<file path="src/rtl/fetch_stage.sv">
// Instruction-fetch stage: PC register, imem address and IF/ID pipeline register.
// Optional FETCH_PERF_CNT_EN adds fetch/bubble performance counters.
module fetch_stage #(
  parameter logic [31:0] RESET_PC  = 32'h0000_0000,
  parameter logic [31:0] NOP_INSTR = 32'h0000_0013
) (
  input  logic        clk,
  input  logic        rst,
  input  logic        stall,
  input  logic        flush,
  input  logic        pc_src,
  input  logic [31:0] pc_target,
  output logic [31:0] imem_adr,
  input  logic [31:0] imem_instr,
  output logic [31:0] id_instr,
  output logic [31:0] id_pc,
  output logic [31:0] id_pc_plus4,
  output logic        id_valid
`ifdef FETCH_PERF_CNT_EN
  ,
  output logic [31:0] fetch_count,
  output logic [31:0] bubble_count
`endif
);

  localparam int unsigned XLEN = 32;

  logic [XLEN-1:0] pc_q, pc_d;
  logic [XLEN-1:0] pc_plus4;
  logic [XLEN-1:0] id_instr_q, id_instr_d;
  logic [XLEN-1:0] id_pc_q, id_pc_d;
  logic [XLEN-1:0] id_pc_plus4_q, id_pc_plus4_d;
  logic            id_valid_q, id_valid_d;
  logic            capture;

  // Target low bits are dropped: instructions are always word aligned.
  logic unused_tgt_lsb;
  assign unused_tgt_lsb = ^pc_target[1:0];

  assign pc_plus4 = pc_q + XLEN'(4);
  assign imem_adr = pc_q;
  assign capture  = !flush && !stall;

  // PC next state: redirect beats stall.
  always_comb begin
    pc_d = pc_q;
    if (pc_src) begin
      pc_d = {pc_target[XLEN-1:2], 2'b00};
    end else if (!stall) begin
      pc_d = pc_plus4;
    end
  end

  // IF/ID next state: flush beats stall.
  always_comb begin
    id_instr_d    = id_instr_q;
    id_pc_d       = id_pc_q;
    id_pc_plus4_d = id_pc_plus4_q;
    id_valid_d    = id_valid_q;
    if (flush) begin
      id_instr_d    = NOP_INSTR;
      id_pc_d       = '0;
      id_pc_plus4_d = '0;
      id_valid_d    = 1'b0;
    end else if (capture) begin
      id_instr_d    = imem_instr;
      id_pc_d       = pc_q;
      id_pc_plus4_d = pc_plus4;
      id_valid_d    = 1'b1;
    end
  end

  always_ff @(posedge clk) begin
    if (rst) begin
      pc_q          <= RESET_PC;
      id_instr_q    <= NOP_INSTR;
      id_pc_q       <= '0;
      id_pc_plus4_q <= '0;
      id_valid_q    <= 1'b0;
    end else begin
      pc_q          <= pc_d;
      id_instr_q    <= id_instr_d;
      id_pc_q       <= id_pc_d;
      id_pc_plus4_q <= id_pc_plus4_d;
      id_valid_q    <= id_valid_d;
    end
  end

  assign id_instr    = id_instr_q;
  assign id_pc       = id_pc_q;
  assign id_pc_plus4 = id_pc_plus4_q;
  assign id_valid    = id_valid_q;

`ifdef FETCH_PERF_CNT_EN
  logic [XLEN-1:0] fetch_cnt_q, fetch_cnt_d;
  logic [XLEN-1:0] bubble_cnt_q, bubble_cnt_d;

  // Saturating counters; a stall without flush leaves both unchanged.
  always_comb begin
    fetch_cnt_d  = fetch_cnt_q;
    bubble_cnt_d = bubble_cnt_q;
    if (capture && (fetch_cnt_q != '1)) begin
      fetch_cnt_d = fetch_cnt_q + XLEN'(1);
    end
    if (flush && (bubble_cnt_q != '1)) begin
      bubble_cnt_d = bubble_cnt_q + XLEN'(1);
    end
  end

  always_ff @(posedge clk) begin
    if (rst) begin
      fetch_cnt_q  <= '0;
      bubble_cnt_q <= '0;
    end else begin
      fetch_cnt_q  <= fetch_cnt_d;
      bubble_cnt_q <= bubble_cnt_d;
    end
  end

  assign fetch_count  = fetch_cnt_q;
  assign bubble_count = bubble_cnt_q;
`endif

endmodule

</file>
<file path="config.mk">
export PLATFORM = sky130hd
export DESIGN_NAME = fetch_stage
export DESIGN_NICKNAME = d
export VERILOG_FILES = /design/src/rtl/fetch_stage.sv
export SDC_FILE = /design/constraint.sdc
export NUM_CORES = 1
export LEC_CHECK = 0
export CELL_PAD_IN_SITES_DETAIL_PLACEMENT = 1
export CELL_PAD_IN_SITES_GLOBAL_PLACEMENT = 1
export CORE_UTILIZATION = 33
export CTS_BUF_LIST = sky130_fd_sc_hd__clkbuf_8 sky130_fd_sc_hd__clkbuf_16
export CTS_CLUSTER_DIAMETER = 60
export DETAILED_ROUTE_END_ITERATION = 6
export PLACE_DENSITY_LB_ADDON = 0.1
export SYNTH_ARGS = -nofsm -noshare
export SYNTH_HDL_FRONTEND = slang
export SYNTH_SLANG_ARGS = --single-unit
</file>
<file path="constraint.sdc">
create_clock -name clk -period 2.26 [get_ports clk]
set_input_delay 0.226 -clock clk [delete_from_list [all_inputs] [get_ports clk]]
set_output_delay 0.226 -clock clk [all_outputs]
set_load 0.005 [all_outputs]
</file>
==> reports/metrics.csv, run 1 <==
metric,value,unit
CP Data Arrival Time,2.41,ns
n_diodes,0,
Cell variety after synth,47,
min Tclk post-route,2.11,ns
clock skew,0.00710,ns
RSZ-0062 raised after global routing,false,
Detailed Route WL,18.1,mm
CTS tree,built,
worst vdd ir,0.518,mV
setup violators final,0,
aggregate global-route resource usage,21.8,%
critical path cell sequence,ha_1 -> nand3_1 -> or2_1 -> nor4b_4 -> mux2i_1 -> o22ai_1,
final count of pins violating max slew,0,
Slew HR,29.6,%
"flops & latches, synth",123,
gr ovfl total,0,
Pleak,3.24,nW
Post-synth top flop,dfxtp_1,
first-pass GRT wire length,28.1,mm
# rows,46,
CP startpoint kind,flop,
kind of end point of the critical path,flop,
port buffer count,189,
ys async rst share,0,%
number of synthesized flops with an enable pin,0,
placed insts,990,
Final #Nets,865,
YS warnings,0,
Setup CP Type,flop to flop,
largest net degree at the start of global routing,43,
final hold violations,0,
Area contributors post-synth,"dfxtp_1 45%, mux2i_1 13%, nor2_1 7.4%",
synthesized area per cell,9.18,um^2
outcome,finished clean,
Crit path required time,2.56,ns
Final Non-Filler Cells,1024,
post-synthesis sequential area ratio,45.2,%
CP max FO,7,
setup TNS,0,ns
Synth Cell Area,0.00545,mm^2
CP max stage delay,0.49,ns
Max Clk Rate,0.473,GHz
Yosys top cell by area,dfxtp_1,
Final period util,93.5,%
CTS resizes,0,
CTS Sinks,123,
Vias/cell,4.91,
Ports,198,
die area,0.0170,mm^2
Detailed Place HPWL,13.1,mm
reg2reg end,imem_adr[30],
Routed Antenna Nets,0,
clock buffer depth,2,
vias in the first global route,5396,
Reg2Reg Setup Slack,0.15,ns
Critical Path Start,imem_adr[2],
Core Area,0.0160,mm^2
CP bufs+invs,0,
die height,131,um
Worst R2R Start,imem_adr[2],
initial antenna violation count,0,
DR pass1 iterations,4,
Power Dens Cells,716,mW/mm^2
H-tree levels,4,
area grow syn2layout,52.8,%
Slew @ Worst Pin,1.05,ns
number of CTS-inserted buffers,17,
CP Depth,6,
"Slowest-stage cell, CP",dfxtp_1,
Hold Slack,0.324,ns
Detailed Route Iter0 Violations,201,
worst skew pair latency,0.42,ns
type of the worst min-delay path,primary input to flop,
Worst Setup EP,imem_adr[30],
"Reg clk slew, reported paths",0.06,ns
routability cong.,0.776,
FF-to-FF path depth,6,
CP top delay family,simple AND/OR/NAND/NOR gates,
clock root buffer,clkbuf_16,
drt drc,0,
fin util,52.1,%
layout cells sized above 1,11.5,%
initial core utilization,34.1,%
Max Cap Violations,0,
post-synthesis cell count,594,
area share of the largest cell type after synthesis,45.2,%
per-cell routed wire length,17.7,um
via count,5028,
die width,131,um
==> synthesized netlist by cell type (all sizes together), types with 2 or more instances <==
library cell    n
a211oi         14
a21oi          38
and3            4
and4            5
buf            31
clkbuf         24
dfxtp         123
inv             6
mux2i          69
nand2          32
nand2b          2
nand3           9
nand4          14
nor2          108
nor3            7
nor4            6
nor4b           3
o21ai          23
o21bai          2
o22ai           3
or2             4
or3             2
xnor2          25
xor2           29
==> placed cells by master (no fill, tap or decap), drive strengths merged, types with 4 or more instances in the layout <==
| master | synthesis | routed |
|---|---|---|
| nor2 | 108 | 108 |
| buf | 31 | 44 |
| clkdlybuf4s50 | 0 | 188 |
| o21ai | 23 | 23 |
| and3 | 4 | 4 |
| clkinv | 0 | 5 |
| bufinv | 0 | 4 |
| conb | 1 | 6 |
| clkbuf | 24 | 18 |
| xnor2 | 25 | 25 |
| clkinvlp | 0 | 4 |
| xor2 | 29 | 29 |
| or2 | 4 | 4 |
| inv | 6 | 7 |
| nor3 | 7 | 7 |
| nand4 | 14 | 14 |
| a211oi | 14 | 14 |
| dfxtp | 123 | 123 |
| nand2 | 32 | 32 |
| nand3 | 9 | 9 |
| a21oi | 38 | 38 |
| nor4 | 6 | 6 |
| and4 | 5 | 5 |
| mux2i | 69 | 69 |
==> metal layers <==
| layer | GRT usage, % | vias up | wire, um |
|---|---|---|---|
| li1 | - | 2418 | - |
| met1 | 25.8 | 2446 | 7720 |
| met2 | 38.2 | 142 | 9030 |
| met3 | 4.89 | 22 | 1040 |
| met4 | 8.38 | 0 | 284 |
| met5 | 0 | - | 0 |
==> metrics by stage <==
step           power, mW  setup slack (ns)  area [um^2]
2_1_floorplan       2.68             0.326         5470
3_3_place_gp        3.08             0.242         7680
3_5_place_dp        3.10             0.169         7680
4_1_cts             6.03             0.147         8310
5_1_grt             6.20            0.0127         8330
6_report            5.97             0.147         8330
==> layout make-up <==
cell class              instances  area (um^2)
multi-input cells             415         2720
well taps                     216          270
clock buffers                  18          439
repair buffers                232         2220
clock inverters                14          195
inverters                       6         22.5
fillers                      1833         7670
flip-flops and latches        123         2460
==> sequential cells by signal (all words and copies together) (netlist names) <==
name and flops:
imem_adr 30, id_pc_plus4 30, id_instr 32, id_valid 1, id_pc 30
==> where the power goes <==
| part | leakage [nW] | switching (mW) | internal, mW | total [mW] |
|---|---|---|---|---|
| logic | 1.94 | 0.319 | 0.403 | 0.722 |
| registers | 1.01 | 0.0719 | 2.25 | 2.33 |
| clock network | 0.299 | 1.04 | 1.88 | 2.92 |
==> worst reg2reg max path: cells and delay by family (launching register included) <==
| kind | cells | cell delay (ns) |
|---|---|---|
| multiplexers | 1 | 0.24 |
| AND/OR/NAND/NOR | 3 | 0.89 |
| AO/OA/AOI/OAI | 1 | 0.08 |
| adder cells (fa/ha/maj) | 1 | 0.30 |
| flip-flops | 1 | 0.49 |
==> logic make-up (layout without fill, tap and decap cells) <==
logic type | after synthesis | count (layout) | synth area share, %
AND/OR/NAND/NOR | 201 | 201 | 18.9
flip-flops | 123 | 123 | 45.2
AO/OA/AOI/OAI | 84 | 84 | 8.88
multiplexers | 69 | 69 | 12.7
buffers and inverters | 61 | 270 | 5.35
XOR/XNOR | 54 | 54 | 8.68
adder cells (fa/ha/maj) | 1 | 1 | 0.230
other | 1 | 6 | 0.0688
==> what timing repair did <==
item,in CTS,in global routing
setup endpoints to repair,0,2
hold buffers,0,0
buffers inserted,0,2
==> worst min-delay path by stage <==
| stage | end | start | cells after the start | slack (ns) |
|---|---|---|---|---|
| 2_1_floorplan | imem_adr[20] | rst | 1 | 0.31 |
| 3_3_place_gp | id_valid | id_valid | 2 | 0.43 |
| 3_5_place_dp | id_valid | id_valid | 2 | 0.44 |
| 4_1_cts | id_pc[8] | stall | 3 | 0.32 |
| 5_1_grt | id_pc[17] | stall | 3 | 0.35 |
| 6_report | id_pc[8] | stall | 3 | 0.32 |
Note: power is estimated with default switching activity, not from simulation.
==> inputs of run 2 (changes only) <==
Settings changed: CELL_PAD_IN_SITES_GLOBAL_PLACEMENT 1 to 2, CORE_UTILIZATION 33 to 26.
==> reports/metrics.csv, run 2 (same netlist as run 1, synthesis figures left out) <==
metric,value,unit,change
outcome,finished clean,,unchanged
Final Non-Filler Cells,1080,,was 1024
n_diodes,0,,unchanged
die width,147,um,was 131 um
clock buffer depth,2,,unchanged
gr ovfl total,0,,unchanged
Post-CTS Hold Buffers,0,,unchanged
die area,0.0215,mm^2,was 0.0170 mm^2
CP Data Arrival Time,2.49,ns,was 2.41 ns
area grow syn2layout,53.9,%,was 52.8%
aggregate global-route resource usage,17.8,%,was 21.8%
final count of pins violating max slew,0,,unchanged
initial antenna violation count,0,,unchanged
layout cells sized above 1,11.9,%,was 11.5%
worst skew pair latency,0.42,ns,about the same
Power Dens Cells,705,mW/mm^2,was 716 mW/mm^2
Hold Slack,0.194,ns,was 0.324 ns
CTS Sinks,123,,unchanged
setup violators final,0,,unchanged
Crit path required time,2.60,ns,was 2.56 ns
number of fillers in the final layout,2314,,was 1833
H-tree levels,4,,unchanged
Vias/cell,4.64,,was 4.91
Detailed Route Iter0 Violations,146,,was 201
min Tclk post-route,2.14,ns,was 2.11 ns
CP max FO,11,,was 7
setup TNS,0,ns,unchanged
largest net degree at the start of global routing,34,,was 43
# rows,52,,was 46
via count,5008,,was 5028
Slew @ Worst Pin,0.950,ns,was 1.05 ns
Final period util,94.8,%,was 93.5%
clock skew,0.00884,ns,was 0.00710 ns
Detailed Place HPWL,13.6,mm,was 13.1 mm
"Reg clk slew, reported paths",0.06,ns,about the same
Final #Nets,867,,was 865
number of CTS-inserted buffers,17,,unchanged
CP startpoint kind,flop,,unchanged
Max Cap Violations,0,,unchanged
initial core utilization,26.8,%,was 34.1%
Core Area,0.0204,mm^2,was 0.0160 mm^2
port buffer count,189,,unchanged
DR pass1 iterations,4,,unchanged
per-cell routed wire length,17.5,um,was 17.7 um
drt drc,0,,unchanged
CTS tree,built,,unchanged
"most common cell after layout, fill and taps aside",clkdlybuf4s50_1,,unchanged
die height,147,um,was 131 um
type of the worst min-delay path,primary input to flop,,unchanged
final hold violations,0,,unchanged
Routed Antenna Nets,0,,unchanged
routability cong.,0.757,,was 0.776
Max Clk Rate,0.467,GHz,was 0.473 GHz
Setup CP Type,flop to flop,,unchanged
number of flip-flops in the largest register,32,,unchanged
kind of end point of the critical path,flop,,unchanged
RSZ-0062 raised after global routing,false,,unchanged
Detailed Route WL,18.9,mm,was 18.1 mm
Pleak,3.24,nW,about the same
vias in the first global route,5247,,was 5396
placed insts,1046,,was 990
clock root buffer,clkbuf_16,,unchanged
first-pass GRT wire length,29.5,mm,was 28.1 mm
Ports,198,,unchanged
worst vdd ir,0.477,mV,was 0.518 mV
"commonest cells after routing, fill and taps aside","188 x clkdlybuf4s50_1, 123 x dfxtp_1, 108 x nor2_1",,unchanged
Slew HR,36.5,%,was 29.6%
Pwr Total,5.91,mW,was 5.97 mW
-- run 2: cell types whose count changed in the layout (fill, tap and decap cells not counted), sizes merged --
cell | previous run | this run
inv | 7 | 8
clkinv | 5 | 4
clkbuf | 18 | 19
buf | 44 | 46
bufinv | 4 | 3
-- run 2: cell type report --
type                       instances  area, um^2  area share, %
inverter                           6        22.5          0.269
multi-input combinational        415        2720           32.4
clock inverter                    13         165           1.97
timing repair buffer             234        2230           26.6
sequential                       123        2460           29.4
clock buffer                      19         453           5.40
tap                              270         338           4.03
-- run 2: routing by layer --
| metal | up-vias | wire length (um) | track usage (%) |
|---|---|---|---|
| met5 | - | 0 | 0 |
| met4 | 0 | 365 | 6.35 |
| met3 | 24 | 961 | 4.57 |
| met2 | 130 | 9190 | 30.4 |
| met1 | 2435 | 8340 | 21.5 |
| li1 | 2419 | - | - |
-- run 2: power by group --
group          switching (mW)  internal (mW)
registers              0.0644           2.25
clock network            1.07           1.80
logic                   0.327          0.405
-- run 2: path summary, 6_finish.rpt --
kind | slack [ns] | endpoint | start | cells after the start
setup / recovery | 0.12 | imem_adr[31] | imem_adr[3] | 5
hold / removal | 0.19 | id_valid | stall | 2
setup reg to reg | 0.12 | imem_adr[31] | imem_adr[3] | 5
hold reg to reg | 0.45 | id_valid | id_valid | 2
-- run 2: worst max-delay path: stages (launching register included) --
cell and delay [ns]:
dfxtp_1 0.47, nand4_4 0.21, or3_4 0.53, or3_1 0.43
o31a_1 0.30, o22ai_1 0.12
-- run 2: per-stage QoR --
stage                     util [%]  setup WS [ns]  instance area (um^2)
after floorplan                  -          0.326                  5470
after global routing          41.2        0.00963                  8390
final                         41.2          0.117                  8390
after CTS                     41.1          0.115                  8370
after detailed placement      38.1          0.131                  7750
after global placement        38.1          0.201                  7750
-- run 2: timing repair --
action | in CTS | in global routing
resized for setup | 0 | 1
buffers inserted | 0 | 2
endpoints found under the setup margin | 0 | 4
